File: src/rtl/instr_fetch.sv
// Instruction fetch unit: reads three consecutive operand words (a, b, c)
// starting at pc, with an unbounded-wait memory handshake.
module instr_fetch #(
    parameter logic [63:0] RESET_PC   = 64'd0,
    parameter int          WORD_BYTES = 8
) (
    input  logic        clk,
    input  logic        rst,
    input  logic        start,
    input  logic [63:0] next_pc,
    input  logic        pc_we,
    input  logic [63:0] mem_rdata,
    input  logic        mem_ack,
    output logic [63:0] pc,
    output logic [63:0] mem_addr,
    output logic        mem_req,
    output logic [63:0] a,
    output logic [63:0] b,
    output logic [63:0] c,
    output logic        busy,
    output logic        fetch_done,
    output logic        fault
);

    typedef enum logic [2:0] {
        IDLE,
        RD_A,
        RD_B,
        RD_C,
        DONE
    } state_t;

    localparam logic [63:0] STRIDE  = 64'(WORD_BYTES);
    localparam logic [63:0] STRIDE2 = 64'(2 * WORD_BYTES);

    state_t      state;
    state_t      state_next;
    logic [63:0] eff_pc;
    logic        eff_aligned;
    logic        accept;
    logic        reject;

    // A same-cycle pc load is what the fetch (or alignment check) sees.
    assign eff_pc      = pc_we ? next_pc : pc;
    assign eff_aligned = ((eff_pc % STRIDE) == 64'd0);
    assign accept      = (state == IDLE) && start && eff_aligned;
    assign reject      = (state == IDLE) && start && !eff_aligned;

    always_ff @(posedge clk or posedge rst) begin
        if (rst) begin
            state <= IDLE;
        end else begin
            state <= state_next;
        end
    end

    always_comb begin
        state_next = state;
        mem_req    = 1'b0;
        mem_addr   = pc;
        case (state)
            IDLE: begin
                if (accept) begin
                    state_next = RD_A;
                end
            end
            RD_A: begin
                mem_req  = 1'b1;
                mem_addr = pc;
                if (mem_ack) begin
                    state_next = RD_B;
                end
            end
            RD_B: begin
                mem_req  = 1'b1;
                mem_addr = pc + STRIDE;
                if (mem_ack) begin
                    state_next = RD_C;
                end
            end
            RD_C: begin
                mem_req  = 1'b1;
                mem_addr = pc + STRIDE2;
                if (mem_ack) begin
                    state_next = DONE;
                end
            end
            DONE: begin
                state_next = IDLE;
            end
            default: begin
                state_next = IDLE;
            end
        endcase
    end

    always_ff @(posedge clk or posedge rst) begin
        if (rst) begin
            pc    <= RESET_PC;
            fault <= 1'b0;
        end else begin
            fault <= reject;
            if ((state == IDLE) && pc_we) begin
                pc <= next_pc;
            end
        end
    end

    // Operands are only overwritten by an acknowledged read in their own state.
    always_ff @(posedge clk or posedge rst) begin
        if (rst) begin
            a <= 64'd0;
            b <= 64'd0;
            c <= 64'd0;
        end else if (mem_ack) begin
            if (state == RD_A) a <= mem_rdata;
            if (state == RD_B) b <= mem_rdata;
            if (state == RD_C) c <= mem_rdata;
        end
    end

    assign busy       = (state != IDLE);
    assign fetch_done = (state == DONE);

endmodule

File: config.mk
export PLATFORM = sky130hd
export DESIGN_NAME = instr_fetch
export DESIGN_NICKNAME = d
export VERILOG_FILES = /design/src/rtl/instr_fetch.sv
export SDC_FILE = /design/constraint.sdc
export NUM_CORES = 1
export LEC_CHECK = 0
export BUFFER_PORTS_ARGS = -buffer_cell sky130_fd_sc_hd__buf_4
export CORE_AREA = 2 2 177 179
export CTS_BUF_LIST = sky130_fd_sc_hd__clkbuf_4 sky130_fd_sc_hd__clkbuf_8
export CTS_CLUSTER_SIZE = 12
export DETAILED_ROUTE_END_ITERATION = 16
export DIE_AREA = 0 0 179 181
export GPL_ROUTABILITY_DRIVEN = 0
export MAX_ROUTING_LAYER = met4
export PLACE_DENSITY = 0.78
export SETUP_SLACK_MARGIN = 0.02
export SYNTH_ARGS = -nofsm -noshare
export SYNTH_HDL_FRONTEND = slang
export SYNTH_SLANG_ARGS = --single-unit
File: constraint.sdc
create_clock -name clk -period 10.65 [get_ports clk]
set_clock_uncertainty 0.15 [all_clocks]
set_input_delay 3.195 -clock clk [delete_from_list [all_inputs] [get_ports clk]]
set_output_delay 3.195 -clock clk [all_outputs]
set_load 0.01 [all_outputs]
==> results.md, run 1 <==
* Status: completed
* Yosys cell types at 40
* ANT cells at 0
* Starting Density at 37.26%
* Synth cell count leaders: dfrtp_1 (260), mux2_2 (252), nand3_1 (31), xor2_1 (31), nand2_1 (29)
* Setup Total Neg Slack at 0 ns
* Drt drc at 0
* Hpwl dp at 26350 um
* Yosys top cell by area: dfrtp_1
* Avg Cell Area, Syn at 13.64 um2
* Max frequency at 151.4 MHz
* Worst-path clk slew at 0.06 ns
* Share of the synthesized area in the top cell type at 57.53%
* CP arrival at 3.26 ns
* Wirelength per Cell at 21.14 um
* Pin count of the biggest net entering global routing at 165
* CTS resizes at 0
* Synth Area in XOR/XNOR at 4.570%
* Drt total wl at 36490 um
* Largest family of logic cells by synthesized area: multiplexers
* Synth Area in Adders at 0.2213%
* Clk root buf: clkbuf_8
* Worst hold path class: flip-flop to flip-flop
* Area delta synth->final at 42.16%
* Number of flops mapped to enable cells by yosys at 0
* DR iter-0 viols at 402
* Nets at 1430
* Worst endpoint required time at 7.31 ns
* Num CTS Buffers at 46
* Core Util, Final at 52.97%
* Die area at 32400 um2
* Global-route wire length before repair at 54060 um
* Overall routing resource usage at 22.29%
* Design Power at 0.005424 W
* Postcts setup bufs at 0
* Crit end category: primary output
* Die Span Y at 181 um
* H-tree Lvls at 2
* Post-synth top flop: dfrtp_1
* Fraction of registers with async set/reset at 100.0%
* Ports at 457
* Tcrit/Tclk final at 62.02%
* Most instantiated library cell after synthesis: dfrtp_1
* Max-Cap Viols at 0
* Sequential area share after synthesis at 57.53%
* Synth Register Bits at 260
* Antenna violations before repair at 0
* Post-DRT Antenna Nets at 0
* Clock sink count at 260
* Post-Synth Simple-Gate Area at 9.526%
* Final Setup Violations at 0
* Syn Nets at 964
* Min Tclk post-route at 6.606 ns
* RSZ-0062 raised after global routing: false
* IO buf count at 456
* Latest clock arrival within the worst-skew pair at 0.55 ns
* Most frequent CP cell: nor3_1
* Max_slew headroom at 26.38%
* Worst-case clock buffer depth at 3
* Synth Area in Compound Gates at 0.8520%
* WS Path Type: flip-flop to primary output
* Crit path max fanout at 7
* Mux cell area share after synthesis at 25.18%
* Pwr dens at 337.4 nW/um2
* Vias in the first global route at 9436
* Core area at 30350 um2
* Slowest CP cell: nor3_1
* Fill count at 2552
* Slew @ Worst Pin at 1.104 ns
* Ranking of synthesized cells by area: dfrtp_1 (58%), mux2_2 (25%), xor2_1 (2.4%), xnor2_1 (2.2%), nand3_1 (1.4%)
* CP cell instances: nand4_1 -> nor3_1 -> nand3_1 -> nor3_1 -> xor2_1 -> buf_4
* Via density at 5.151
* Critical R2R Launch: state[0]
* Setup crit start: pc[12]
* Design area at 16080 um2
* Cts hold-fix bufs at 0
* Layout cells sized above 1 at 61.20%
* Peak supply drop at 0.2118 mV
* Total grt overflow at 0
* Final slew viol count at 0
* Via Count at 8890
* Min-delay src: b[41]
* Placed cell area at 15100 um2
* CTS tree: yes
* Critical Path Source Type: flip-flop
* Final hold violations at 0
* Mapped cell area at 11310 um2
* Max stage delay on crit path at 0.76 ns
* Pleak at 7.436 nW
* Mapped Cells at 829
* Die Width at 179 um
* Detailed Routing Iterations Pass 1 at 5
* Row Count at 64
* YS warnings at 0
-- through the flow --
stage | worst slack [ns] | instances | hold WS, ns
4_1_cts | 4.235 | 1726 | 0.3604
3_3_place_gp | 4.899 | 1643 | 0.3393
6_report | 4.044 | 1726 | 0.3552
5_1_grt | 3.927 | 1726 | 0.3653
3_5_place_dp | 4.842 | 1643 | 0.3454
2_1_floorplan | 0.1499 | 829 | 0.3966
-- routing by layer --
metal | global-route usage, % | part of all wire (%)
met1 | 24.43 | 37
met2 | 37.08 | 49
met3 | 7.197 | 10
met4 | 9.268 | 4.2
met5 | - | 0
-- flip-flops by register name, indices dropped and copies added, names as in the netlist --
name,count
a,64
b,64
fault,1
pc,64
state,3
c,64
-- area by class of cell --
class                      count  area [um2]  share of cell area (%)
sequential                   260        6506                   40.47
multi-input combinational    518        4586                   28.53
timing repair buffer         461        3473                   21.61
clock buffer                  73       904.6                   5.627
tap                          396       495.5                   3.082
clock inverter                10       72.57                  0.4514
inverter                       8       37.54                  0.2335
-- where the power goes --
part	internal [W]	switching (W)	leakage, nW
combinational	0.00138	0.00109	3.83
clock	0.000543	0.000424	0.521
sequential	0.00150	0.000491	3.09
-- worst max-delay path, delay by kind of cell (launching register included) --
| family | cells | cell delay (ns) |
|---|---|---|
| XOR/XNOR | 1 | 0.17 |
| buffers and inverters | 1 | 0.13 |
| flip-flops | 1 | 0.51 |
| AND/OR/NAND/NOR | 4 | 1.90 |
-- logic make-up after synthesis --
family / after synthesis
xor gates and xnor gates: 59
and+or+nand+nor: 187
DFF: 260
AOI/OAI and AO/OA: 17
buffers and inverters: 51
muxes: 253
adders and majority gates: 2
-- layout by cell type, fill, tap and decap left out, types with 2 or more instances in the layout --
cell type   instances
clkbuf_4           16
nand2b_1            2
xor2_1             31
nor4_4              2
or4_1               2
inv_8               2
nor4_1              9
nand4_1            22
or2_2               2
nor2b_1             3
clkbuf_8           57
nor2_1             28
nor4_2              3
and4_1              7
and2_1              3
nand4_2             4
inv_1               7
nand2_1            29
nand3_1            30
clkinvlp_4          2
clkinv_2            6
dfrtp_1           260
a21oi_1             3
o21ai_0            10
nor3_1             22
and3_1              8
ha_1                2
mux2_2            252
buf_4             460
xnor2_1            28
-- worst paths after layout --
path / slack, ns / cells past startpoint / endpoint
worst max-delay path: 4.04 / 6 / mem_addr[50]
worst min-delay path: 0.36 / 1 / b[41]
worst max register to register: 7.90 / 4 / pc[34]
worst min register to register: 0.36 / 1 / b[41]
max in group asynchronous: 6.26 / 3 / c[45]
min in group asynchronous: 2.58 / 2 / pc[1]
No activity file was read; power rests on OpenSTA's default activity.
==> run 2: changes to the inputs <==
==> constraint.sdc (replaced) <==
create_clock -name clk -period 5.9 [get_ports clk]
set_clock_uncertainty 0.15 [all_clocks]
set_input_delay 1.77 -clock clk [delete_from_list [all_inputs] [get_ports clk]]
set_output_delay 1.77 -clock clk [all_outputs]
set_load 0.01 [all_outputs]
==> run 2 against run 1 <==
Net effect: non-clock buffer count grew 3; sequential share of layout area is 0.18 points lower; register-to-register slack worse by 4.9 ns; hold slack gained 0.0011 ns; sequential cell count unchanged; via count rose by 0.96%; combinational power is 83% higher; utilization is 0.24 points higher; total power grew 82%; largest cell class unchanged; cell area rose by 0.45%; sequential power is 80% higher; worst setup slack worse by 3.4 ns.
==> results.md, run 2 (synthesis results as in run 1) <==
* Clock sink count at 260
* CP arrival at 3.32 ns
* Status: completed
* Die Width at 179 um
* Starting Density at 37.26%
* Final hold violations at 0
* Nets at 1432
* Crit end category: primary output
* Setup crit start: pc[5]
* Row Count at 64
* ANT cells at 0
* H-tree Lvls at 2
* Critical R2R Launch: state[2]
* Slew @ Worst Pin at 1.051 ns
* Drt drc at 0
* Drt total wl at 37400 um
* Hpwl dp at 27370 um
* Core area at 30350 um2
* Max-Cap Viols at 0
* Design Power at 0.009867 W
* Postcts setup bufs at 0
* Final Setup Violations at 0
* Global-route wire length before repair at 56300 um
* Tcrit/Tclk final at 88.81%
* Antenna violations before repair at 0
* Total grt overflow at 0
* Min-delay src: b[17]
* Latest clock arrival within the worst-skew pair at 0.53 ns
* DR iter-0 viols at 497
* Worst-case clock buffer depth at 3
* Cts hold-fix bufs at 0
* Worst endpoint required time at 3.98 ns
* Crit path max fanout at 10
* CTS tree: yes
* Critical Path Source Type: flip-flop
* RSZ-0062 raised after global routing: false
* Commonest non-fill, non-tap cell in the layout: buf_4
* Worst-path clk slew at 0.06 ns
* Final slew viol count at 0
* Peak supply drop at 0.3678 mV
* WS Path Type: flip-flop to primary output
* Most frequent cells in the layout: buf_4 (461), dfrtp_1 (260), mux2_2 (252)
* CTS resizes at 0
* Layout cells sized above 1 at 61.29%
* Clk root buf: clkbuf_8
* Via Count at 8975
* Detailed Routing Iterations Pass 1 at 7
* Overall routing resource usage at 23.25%
* Vias in the first global route at 9669
* Pwr dens at 611.0 nW/um2
* Via density at 5.191
* Worst hold path class: flip-flop to flip-flop
* Num CTS Buffers at 45
* Post-DRT Antenna Nets at 0
* Die area at 32400 um2
* Pin count of the biggest net entering global routing at 95
* Max frequency at 190.9 MHz
* R2R setup slack at 2.97 ns
* Die Span Y at 181 um
* Setup Total Neg Slack at 0 ns
* Area delta synth->final at 42.80%
* Ports at 457
* IO buf count at 456
* Max_slew headroom at 29.78%
* Wirelength per Cell at 21.63 um
* Min Tclk post-route at 5.240 ns
* Pleak at 7.473 nW
run 2: cell count changes in the layout (fill, tap and decap cells not counted), moves of 2 or more:
cell	previous run	this run
inv_8	2	0
buf_12	1	3
clkinv_2	6	8
clkbuf_4	16	14
run 2: per-stage QoR:
| stage | instances | area [um2] | util [%] | setup WS [ns] | hold slack [ns] |
|---|---|---|---|---|---|
| after floorplan | 829 | 11310 | - | 0.5524 | 0.3966 |
| after global placement | 1646 | 15140 | 49.89 | 1.549 | 0.3387 |
| after detailed placement | 1646 | 15140 | 49.89 | 1.494 | 0.3449 |
| after CTS | 1729 | 16150 | 53.21 | 0.8978 | 0.3595 |
| after global routing | 1729 | 16150 | 53.21 | 0.5553 | 0.3737 |
| final | 1729 | 16150 | 53.21 | 0.6604 | 0.3563 |
run 2: layout make-up:
cell class                 count  area (um2)
tap                          396       495.5
timing repair buffer         464        3521
clock inverter                11       102.6
clock buffer                  72       903.4
inverter                       8       33.78
multi-input combinational    518        4586
sequential                   260        6506
fill                        2561       14200
run 2: final timing paths:
check / to / cells past startpoint
max: mem_addr[52] / 7
min: b[17] / 1
max reg2reg: b[23] / 5
min reg2reg: b[17] / 1
max in group asynchronous: c[53] / 3
min in group asynchronous: c[2] / 2
run 2: worst max-delay path: stages (launching register included):
cell and delay [ns]:
dfrtp_1 0.50, ha_1 0.25, nand4_1 0.24, nor3_2 0.44, nand4_1 0.35, nor3_1 0.64
xnor2_1 0.21, buf_4 0.15
run 2: power breakdown:
group / internal, W / switching (W) / leakage (nW) / total [W]
registers: 0.00270 / 0.000877 / 3.09 / 0.00358
clock network: 0.00102 / 0.000754 / 0.541 / 0.00178
logic: 0.00250 / 0.00201 / 3.84 / 0.00451
total: 0.00622 / 0.00364 / 7.47 / 0.00987
run 2: per-layer routing:
metal  vias up  global-route usage, %  wire [um]
met2       516                  39.18      18610
met4         0                  9.106       1446
met1      4442                  24.56      13140
met5         -                      -          0
li1       3912                      -          -
met3       105                  8.607       4206
==> run 3: changes to the inputs <==
--- a/config.mk
+++ b/config.mk
@@ -6,14 +6,15 @@
 export NUM_CORES = 1
 export LEC_CHECK = 0
 export BUFFER_PORTS_ARGS = -buffer_cell sky130_fd_sc_hd__buf_4
-export CORE_AREA = 2 2 177 179
+export CELL_PAD_IN_SITES_DETAIL_PLACEMENT = 1
+export CELL_PAD_IN_SITES_GLOBAL_PLACEMENT = 2
+export CORE_UTILIZATION = 29
 export CTS_BUF_LIST = sky130_fd_sc_hd__clkbuf_4 sky130_fd_sc_hd__clkbuf_8
 export CTS_CLUSTER_SIZE = 12
 export DETAILED_ROUTE_END_ITERATION = 16
-export DIE_AREA = 0 0 179 181
 export GPL_ROUTABILITY_DRIVEN = 0
 export MAX_ROUTING_LAYER = met4
-export PLACE_DENSITY = 0.78
+export PLACE_DENSITY = 0.9
 export SETUP_SLACK_MARGIN = 0.02
 export SYNTH_ARGS = -nofsm -noshare
 export SYNTH_HDL_FRONTEND = slang
==> run 3 against run 2 <==
Net effect: die area up 23%; global-route usage fell by 2.6 points; sequential cell count unchanged; total power up 0.57%; count of clock-buffer cells in the layout rose by 2; maximum frequency barely moved; routed wire length increased by 8.4%; worst setup slack worse by 0.0017 ns; register-to-register slack got worse by 0.09 ns; cell area up 0.60%.
==> results.md, run 3 (synthesis results as in run 1) <==
* Status: completed
* CTS tree: yes
* Tcrit/Tclk final at 88.84%
* Layout cells sized above 1 at 61.26%
* Core area at 38020 um2
* Via Count at 8862
* Drt drc at 0
* Latest clock arrival within the worst-skew pair at 0.58 ns
* Hpwl dp at 29970 um
* Global-route wire length before repair at 60170 um
* CP arrival at 3.32 ns
* Area delta synth->final at 43.66%
* Pwr dens at 610.8 nW/um2
* Slew @ Worst Pin at 1.029 ns
* Met3 WL at 4163 um
* Commonest non-fill, non-tap cell in the layout: buf_4
* Reg2reg path depth at 5
* Detailed Routing Iterations Pass 1 at 6
* Post-DRT Antenna Nets at 0
* ANT cells at 0
* Max frequency at 190.8 MHz
* Peak supply drop at 0.3250 mV
* Design area at 16250 um2
* Max Used Layer: met4
* IO buf count at 456
* Final slew viol count at 0
* Worst endpoint required time at 3.98 ns
* Crit end category: primary output
* Via density at 4.808
* Met2 WL at 19780 um
* Worst-case clock buffer depth at 3
* Antenna violations before repair at 0
* CTS resizes at 0
* Critical Path Source Type: flip-flop
* Die Span Y at 199.5 um
* WS Path Type: flip-flop to primary output
* DR iter-0 viols at 171
* Cts hold-fix bufs at 0
* Die area at 39790 um2
* Clk root buf: clkbuf_8
* Worst hold path class: flip-flop to flip-flop
* Final hold violations at 0
* Final Setup Violations at 0
* H-tree Lvls at 2
* Setup Total Neg Slack at 0 ns
* Design Power at 0.009923 W
* Pleak at 7.449 nW
* Metal1 wirelength at 15140 um
* Hold depth at 1
* Ports at 457
* Num CTS Buffers at 46
* Vias in the first global route at 10029
* Max-Cap Viols at 0
* Min Tclk post-route at 5.241 ns
* Clock sink count at 260
* Die Width at 199.5 um
* Max_slew headroom at 31.41%
* Crit path max fanout at 10
* Starting Density at 29.74%
* Placed cell area at 15270 um2
* Pin count of the biggest net entering global routing at 180
* Drt total wl at 40530 um
* Hold WS at 0.3537 ns
* Total grt overflow at 0
* Nets at 1433
* Most frequent cells in the layout: buf_4 (462), dfrtp_1 (260), mux2_2 (252)
* Row Count at 71
* Postcts setup bufs at 0
* Overall routing resource usage at 20.65%
* Worst-path clk slew at 0.06 ns
* Wirelength per Cell at 21.99 um
* RSZ-0062 raised after global routing: false
-- run 3: area by class of cell --
class                           instances  area [um2]
Timing Repair Buffer                  464        3508
Tap cell                              511       639.4
Clock buffer                           74       918.4
Clock inverter                          8       53.80
Sequential cell                       260        6506
Fill cell                            4117       21780
Inverter                                8       33.78
Multi-Input combinational cell        518        4586
-- run 3: per-stage QoR --
stage                     util (%)  cells  setup WS (ns)
final                        42.73   1843         0.6587
after global routing         42.73   1843         0.4994
after CTS                    42.73   1843         0.5869
after detailed placement     40.17   1761          1.250
after global placement       40.17   1761          1.305
after floorplan                  -    829         0.5524
-- run 3: per-layer routing --
metal / vias to the layer above / GRT usage [%]
li1: 3904 / -
met5: - / -
met2: 409 / 34.35
met4: 0 / 8.171
met1: 4467 / 22.02
met3: 82 / 8.017
-- run 3: power breakdown --
group,internal [W],switching [W]
Clock,0.000986,0.000784
Combinational,0.00250,0.00207
Sequential,0.00270,0.000880
-- run 3: critical path, cell delays in order, from the launching register on --
cell,delay (ns)
dfrtp_1,0.53
ha_1,0.25
nand4_1,0.25
nor3_2,0.49
nand3_1,0.49
nor3_1,0.38
xor2_1,0.20
buf_4,0.15
-- run 3: worst paths after layout --
path                          start            to  slack [ns]
hold reg to reg               a[39]         a[39]        0.35
min in group asynchronous       rst         b[55]        0.97
max in group asynchronous       rst        pc[44]        3.24
setup / recovery              pc[4]  mem_addr[62]        0.66
hold / removal                a[39]         a[39]        0.35
setup reg to reg           state[2]         b[40]        2.88
